## src/rtl/fifo_rd_pkg.sv

```systemverilog
// Shared types and sizing for the FIFO burst reader and its output skid buffer.
package fifo_rd_pkg;

  typedef enum logic [1:0] {
    IDLE   = 2'd0,
    RUN    = 2'd1,
    FINISH = 2'd2
  } rd_state_t;

  localparam int SKID_DEPTH = 3;
  localparam int SKID_CNT_W = $clog2(SKID_DEPTH + 1);

endpackage

```

## src/rtl/stream_skid_buf.sv

```systemverilog
// In-order circular buffer presenting its head entry on a valid/ready stream.
module stream_skid_buf #(
  parameter int DATA_WIDTH = 8,
  parameter int SKID_DEPTH = 3,
  localparam int CNT_W     = $clog2(SKID_DEPTH + 1),
  localparam int PTR_W     = $clog2(SKID_DEPTH)
) (
  input  logic                  clk,
  input  logic                  rst_n,
  input  logic                  push,
  input  logic [DATA_WIDTH-1:0] push_data,
  output logic                  m_valid,
  input  logic                  m_ready,
  output logic [DATA_WIDTH-1:0] m_data,
  output logic [CNT_W-1:0]      count
);

  logic [DATA_WIDTH-1:0] mem [SKID_DEPTH];
  logic [PTR_W-1:0]      wr_ptr;
  logic [PTR_W-1:0]      rd_ptr;
  logic                  pop;

  function automatic logic [PTR_W-1:0] next_ptr(input logic [PTR_W-1:0] p);
    return (p == PTR_W'(SKID_DEPTH - 1)) ? '0 : p + PTR_W'(1);
  endfunction

  assign m_valid = (count != '0);
  assign m_data  = mem[rd_ptr];
  assign pop     = m_valid && m_ready;

  always_ff @(posedge clk or negedge rst_n) begin
    if (!rst_n) begin
      for (int i = 0; i < SKID_DEPTH; i++) mem[i] <= '0;
      wr_ptr <= '0;
      rd_ptr <= '0;
      count  <= '0;
    end else begin
      if (push) begin
        mem[wr_ptr] <= push_data;
        wr_ptr      <= next_ptr(wr_ptr);
      end
      if (pop) rd_ptr <= next_ptr(rd_ptr);
      case ({push, pop})
        2'b10:   count <= count + CNT_W'(1);
        2'b01:   count <= count - CNT_W'(1);
        default: count <= count;
      endcase
    end
  end

endmodule

```

## src/rtl/fifo_burst_reader.sv

```systemverilog
// Pops a fixed-length burst from sync_fifo and streams it out with a last flag,
// keeping pops in flight so the registered FIFO read costs no throughput.
module fifo_burst_reader
  import fifo_rd_pkg::*;
#(
  parameter int DATA_WIDTH = 8,
  parameter int LEN_W      = 16
) (
  input  logic                  clk,
  input  logic                  rst_n,
  input  logic                  start,
  input  logic [LEN_W-1:0]      len,
  output logic                  busy,
  output logic                  done,
  input  logic                  fifo_empty,
  output logic                  fifo_rd_en,
  input  logic [DATA_WIDTH-1:0] fifo_rd_data,
  output logic                  m_valid,
  input  logic                  m_ready,
  output logic [DATA_WIDTH-1:0] m_data,
  output logic                  m_last
);

  rd_state_t             state;
  rd_state_t             state_nxt;
  logic [LEN_W-1:0]      len_q;
  logic [LEN_W-1:0]      issued;
  logic [LEN_W-1:0]      emitted;
  logic                  in_flight;
  logic [SKID_CNT_W-1:0] buf_cnt;
  logic [SKID_CNT_W:0]   outstanding;
  logic                  start_acc;
  logic                  beat;

  assign start_acc   = (state == IDLE) && start;
  assign beat        = m_valid && m_ready;
  assign m_last      = m_valid && (emitted == len_q - LEN_W'(1));
  assign outstanding = {1'b0, buf_cnt} + {{SKID_CNT_W{1'b0}}, in_flight};

  // Issue only from registered state so m_ready never reaches the FIFO pop.
  assign fifo_rd_en = (state == RUN) && !fifo_empty && (issued < len_q) &&
                      (outstanding < (SKID_CNT_W + 1)'(SKID_DEPTH));

  always_comb begin
    state_nxt = state;
    busy      = 1'b0;
    done      = 1'b0;
    case (state)
      IDLE: begin
        if (start) state_nxt = (len == '0) ? FINISH : RUN;
      end
      RUN: begin
        busy = 1'b1;
        if (beat && m_last) state_nxt = FINISH;
      end
      FINISH: begin
        busy      = 1'b1;
        done      = 1'b1;
        state_nxt = IDLE;
      end
      default: state_nxt = IDLE;
    endcase
  end

  always_ff @(posedge clk or negedge rst_n) begin
    if (!rst_n) begin
      state     <= IDLE;
      len_q     <= '0;
      issued    <= '0;
      emitted   <= '0;
      in_flight <= 1'b0;
    end else begin
      state     <= state_nxt;
      in_flight <= fifo_rd_en;
      if (start_acc) begin
        len_q   <= len;
        issued  <= '0;
        emitted <= '0;
      end else begin
        if (fifo_rd_en) issued  <= issued + LEN_W'(1);
        if (beat)       emitted <= emitted + LEN_W'(1);
      end
    end
  end

  // FIFO read data lands here the cycle after its pop.
  stream_skid_buf #(
    .DATA_WIDTH (DATA_WIDTH),
    .SKID_DEPTH (SKID_DEPTH)
  ) u_skid (
    .clk       (clk),
    .rst_n     (rst_n),
    .push      (in_flight),
    .push_data (fifo_rd_data),
    .m_valid   (m_valid),
    .m_ready   (m_ready),
    .m_data    (m_data),
    .count     (buf_cnt)
  );

endmodule

```

## config.mk

```make
export PLATFORM = sky130hd
export DESIGN_NAME = fifo_burst_reader
export DESIGN_NICKNAME = d
export VERILOG_FILES = /design/src/rtl/fifo_rd_pkg.sv /design/src/rtl/stream_skid_buf.sv /design/src/rtl/fifo_burst_reader.sv
export SDC_FILE = /design/constraint.sdc
export NUM_CORES = 1
export LEC_CHECK = 0
export BUFFER_PORTS_ARGS = -buffer_cell sky130_fd_sc_hd__buf_2
export CAP_MARGIN = 40
export CELL_PAD_IN_SITES_DETAIL_PLACEMENT = 1
export CELL_PAD_IN_SITES_GLOBAL_PLACEMENT = 2
export CORE_MARGIN = 8
export CORE_UTILIZATION = 36
export CTS_BUF_LIST = sky130_fd_sc_hd__clkbuf_8
export DETAILED_ROUTE_END_ITERATION = 8
export MAX_ROUTING_LAYER = met4
export PLACE_DENSITY = 0.9
export SYNTH_ARGS = -nofsm -noshare
export SYNTH_HDL_FRONTEND = slang
export SYNTH_SLANG_ARGS = --single-unit
```

## constraint.sdc

```tcl
create_clock -name clk -period 2.7 [get_ports clk]
set_input_delay 0.405 -clock clk [delete_from_list [all_inputs] [get_ports clk]]
set_output_delay 0.405 -clock clk [all_outputs]
set_load 0.03 [all_outputs]
```

==> out/results.tsv <==
stage	metric	value	unit
critical_path	crit_type	flip-flop to output port	
clocking	cts_tree	built	
placed_design	place_inst	712	
logic_synthesis	synthesis.area	4689	µm²
drt	num_vias	3924	
logic_synthesis	avgSynthCellArea	9.629	µm²
logic_synthesis	yosysSeqAreaShare	43.22	%
timing	worstMarginPinSlew	680.9	ps
cells_and_area	drive_gt1_share	27.94	%
critical_path	startpoint_type	flip-flop	
timing	setup_ws	-511.0	ps
clocking	cts_buffers	9	
run_status	violations	setup timing	
placed_design	place_area	5310	µm²
drt	viasPerCell	5.346	
clocking	clock_sinks	81	
timing	fin_crit	3211	ps
timing	grt_setup_unrepaired	true	
die	die-area	16940	µm²
logic_synthesis	synth_edf_count	0	
drt	drt-total-wl	13010	µm
timing	period_share	118.9	%
die	rows	41	
cells_and_area	nets	610	
critical_path	cp_max_fo	4	
global_routing	grt_pass1_wl	21920	µm
die	chipWidth	130.1	µm
timing	clock.fmax	311.4	MHz
timing	setup_viol	6	
drt	ant_nets	0	
critical_path	arrival	2810	ps
cells_and_area	area_growth	21.99	%
clocking	cts_root_buf	clkbuf_8	
logic_synthesis	synth_ff_type	dfrtp_1	
global_routing	grt_usage	16.80	%
drt	first_iter_violations	193	
timing	final-hold-violation-count	0	
cells_and_area	finish.utilization	45.15	%
critical_path	critical_path.endpoint_type	output port	
critical_path	cp_slowest_cell	or4b_4	
die	die_height	130.1	µm
pwr	ir_drop	283.8	µV
logic_synthesis	synth_top_cell_by_area	dfrtp_1	
critical_path	cp_data_required_time	2300	ps
clocking	clkTransAtPathRegs	80	ps
cells_and_area	instances_no_fill	734	
global_routing	grt_max_degree	51	
placed_design	routabilityCongestion	0.8583	
flow_run	drv_cap	0	
timing	slew_headroom	54.61	%
cells_and_area	mostFrequentLayoutCell	dfrtp_1	
drt	wl_per_cell	17.72	µm
global_routing	first_global_vias	4412	
timing	hold_slack	83.10	ps
run_status	status	finished, violations left	
cells_and_area	antenna_cells	0	
placed_design	io_buffers	41	
clocking	postCtsHoldBufs	0	
global_routing	antenna_found_initial	0	
die	core-area	12670	µm²
pwr	p_leak	2.579	nW
logic_synthesis	ys_top_cells_by_area	dfrtp_1 43%, ha_1 6.4%, mux2_2 5.8%, o21ai_0 4.5%, nand2_1 4.4%	
critical_path	max_stage_delay	520	ps
die	initial_utilization	37.01	%
timing	fin_skew	9.326	ps
logic_synthesis	ys_async_sr_fraction	100.0	%
clocking	h-tree-depth	3	
pwr	p_per_area	985.5	nW/µm²
clocking	clock_latency	370	ps
drt	drc_errors	0	
timing	maxSlewViolCount	0	
logic_synthesis	synth_nets	540	
logic_synthesis	netlist_instances	487	
clocking	clk_path_buf_depth	2	
critical_path	cp_cell_sequence	inv_4 -> ha_4 -> or4b_4 -> nor2_4 -> xnor2_1 -> nand4_1 -> a211o_1 -> or4_4 -> clkinvlp_4 -> buf_6	
cells_and_area	fin_area	5720	µm²
drt	first_pass_iters	4	
logic_synthesis	synth_top_area_share	43.22	%
logic_synthesis	synth-seq-cells	81	
placed_design	post-dp-hpwl	9763	µm
cells_and_area	layout_common_cells	81 x dfrtp_1, 55 x nand2_1, 41 x o21ai_0	
logic_synthesis	ys_types	52	
hold_path	hold_class	primary input to async pin	
logic_synthesis	yosysWarningCount	0	
die	io_pins	42	
critical_path	crit_buf_inv	3	
critical_path	crit_family	simple AND/OR/NAND/NOR gates	
global_routing	overflow	0	
==> stage by stage <==
step	power (mW)	TNS, ps	setup WS [ps]
floorplan	3.716	-24.86	-24.86
global placement	4.474	-186.8	-80.33
detailed placement	4.652	-496.5	-173.9
CTS	5.595	-698.7	-549.2
global route	6.049	-1780	-664.4
finish	5.637	-896.1	-511.0
==> power by group <==
group / total [mW] / internal [mW] / leakage [nW] / switching [mW]
clock network: 0.849 / 0.382 / 0.0969 / 0.468
logic: 2.88 / 1.23 / 1.44 / 1.65
registers: 1.91 / 1.60 / 1.04 / 0.308
total: 5.64 / 3.21 / 2.58 / 2.42
==> registers in the layout, indices dropped and copies added (netlist names) <==
register / flops
state: 2
issued: 16
u_skid.wr_ptr: 2
u_skid.mem: 24
len_q: 16
u_skid.count: 2
in_flight: 1
u_skid.rd_ptr: 2
emitted: 16
==> synth_stat cells (2+ instances only) <==
master,n
dfrtp_1,81
nand2_1,55
o21ai_0,42
nor2_1,30
inv_1,26
a21oi_1,25
ha_1,24
mux2_2,24
xor2_1,23
xnor2_1,16
clkbuf_1,14
a21o_1,12
nand3_1,10
nand4_1,10
mux2i_1,9
or3_1,8
and3_1,7
o31ai_1,7
nor3_1,6
nand4b_1,5
nor4_1,5
or4_1,5
a31oi_1,4
nor2b_1,4
a311oi_1,2
and4_1,2
buf_1,2
buf_6,2
nor4_4,2
o22ai_1,2
or2_2,2
==> area by class of cell <==
class	instances	area, µm²
clock buffer	11	151.4
tap	172	215.2
inverter	27	110.1
clock inverter	5	30.03
sequential	81	2027
fill	1486	6950
timing repair buffer	78	553.0
multi-input combinational	360	2634
==> timing repair <==
| action | in CTS | in global routing |
|---|---|---|
| pin swaps | 13 | 13 |
| gates cloned | 1 | 0 |
| resized for setup | 15 | 30 |
| buffers inserted | 3 | 2 |
| endpoints found under the setup margin | 10 | 14 |
==> path summary, 6_finish.rpt <==
check                          startpoint              to  slack (ps)  cells after the start
max in group asynchronous           rst_n      emitted[5]        1990                      2
setup reg to reg                in_flight      issued[13]         -90                     10
hold reg to reg            u_skid.mem[12]  u_skid.mem[12]         510                      1
setup / recovery                 len_q[0]          m_last        -510                     10
hold / removal                      rst_n      issued[13]          80                      1
min in group clk                  len[12]       len_q[12]         260                      3
==> metal layers <==
| metal | share of wire, % | GRT usage [%] | vias to the layer above |
|---|---|---|---|
| met5 | 0 | - | - |
| met4 | 1.7 | 5.738 | 0 |
| met3 | 2.1 | 2.611 | 18 |
| met2 | 54 | 29.74 | 47 |
| met1 | 42 | 18.91 | 1985 |
| li1 | - | - | 1874 |
==> cell families (layout without fill, tap and decap cells) <==
| group | after synthesis | count (layout) | synth area share [%] |
|---|---|---|---|
| XOR/XNOR | 39 | 39 | 7.284 |
| buffers and inverters | 46 | 121 | 4.082 |
| AO/OA/AOI/OAI | 103 | 103 | 12.97 |
| adder cells (fa/ha/maj) | 24 | 24 | 6.403 |
| flip-flops | 81 | 81 | 43.22 |
| AND/OR/NAND/NOR | 161 | 161 | 18.36 |
| multiplexers | 33 | 33 | 7.684 |
Power figures use the tool's default switching activity.
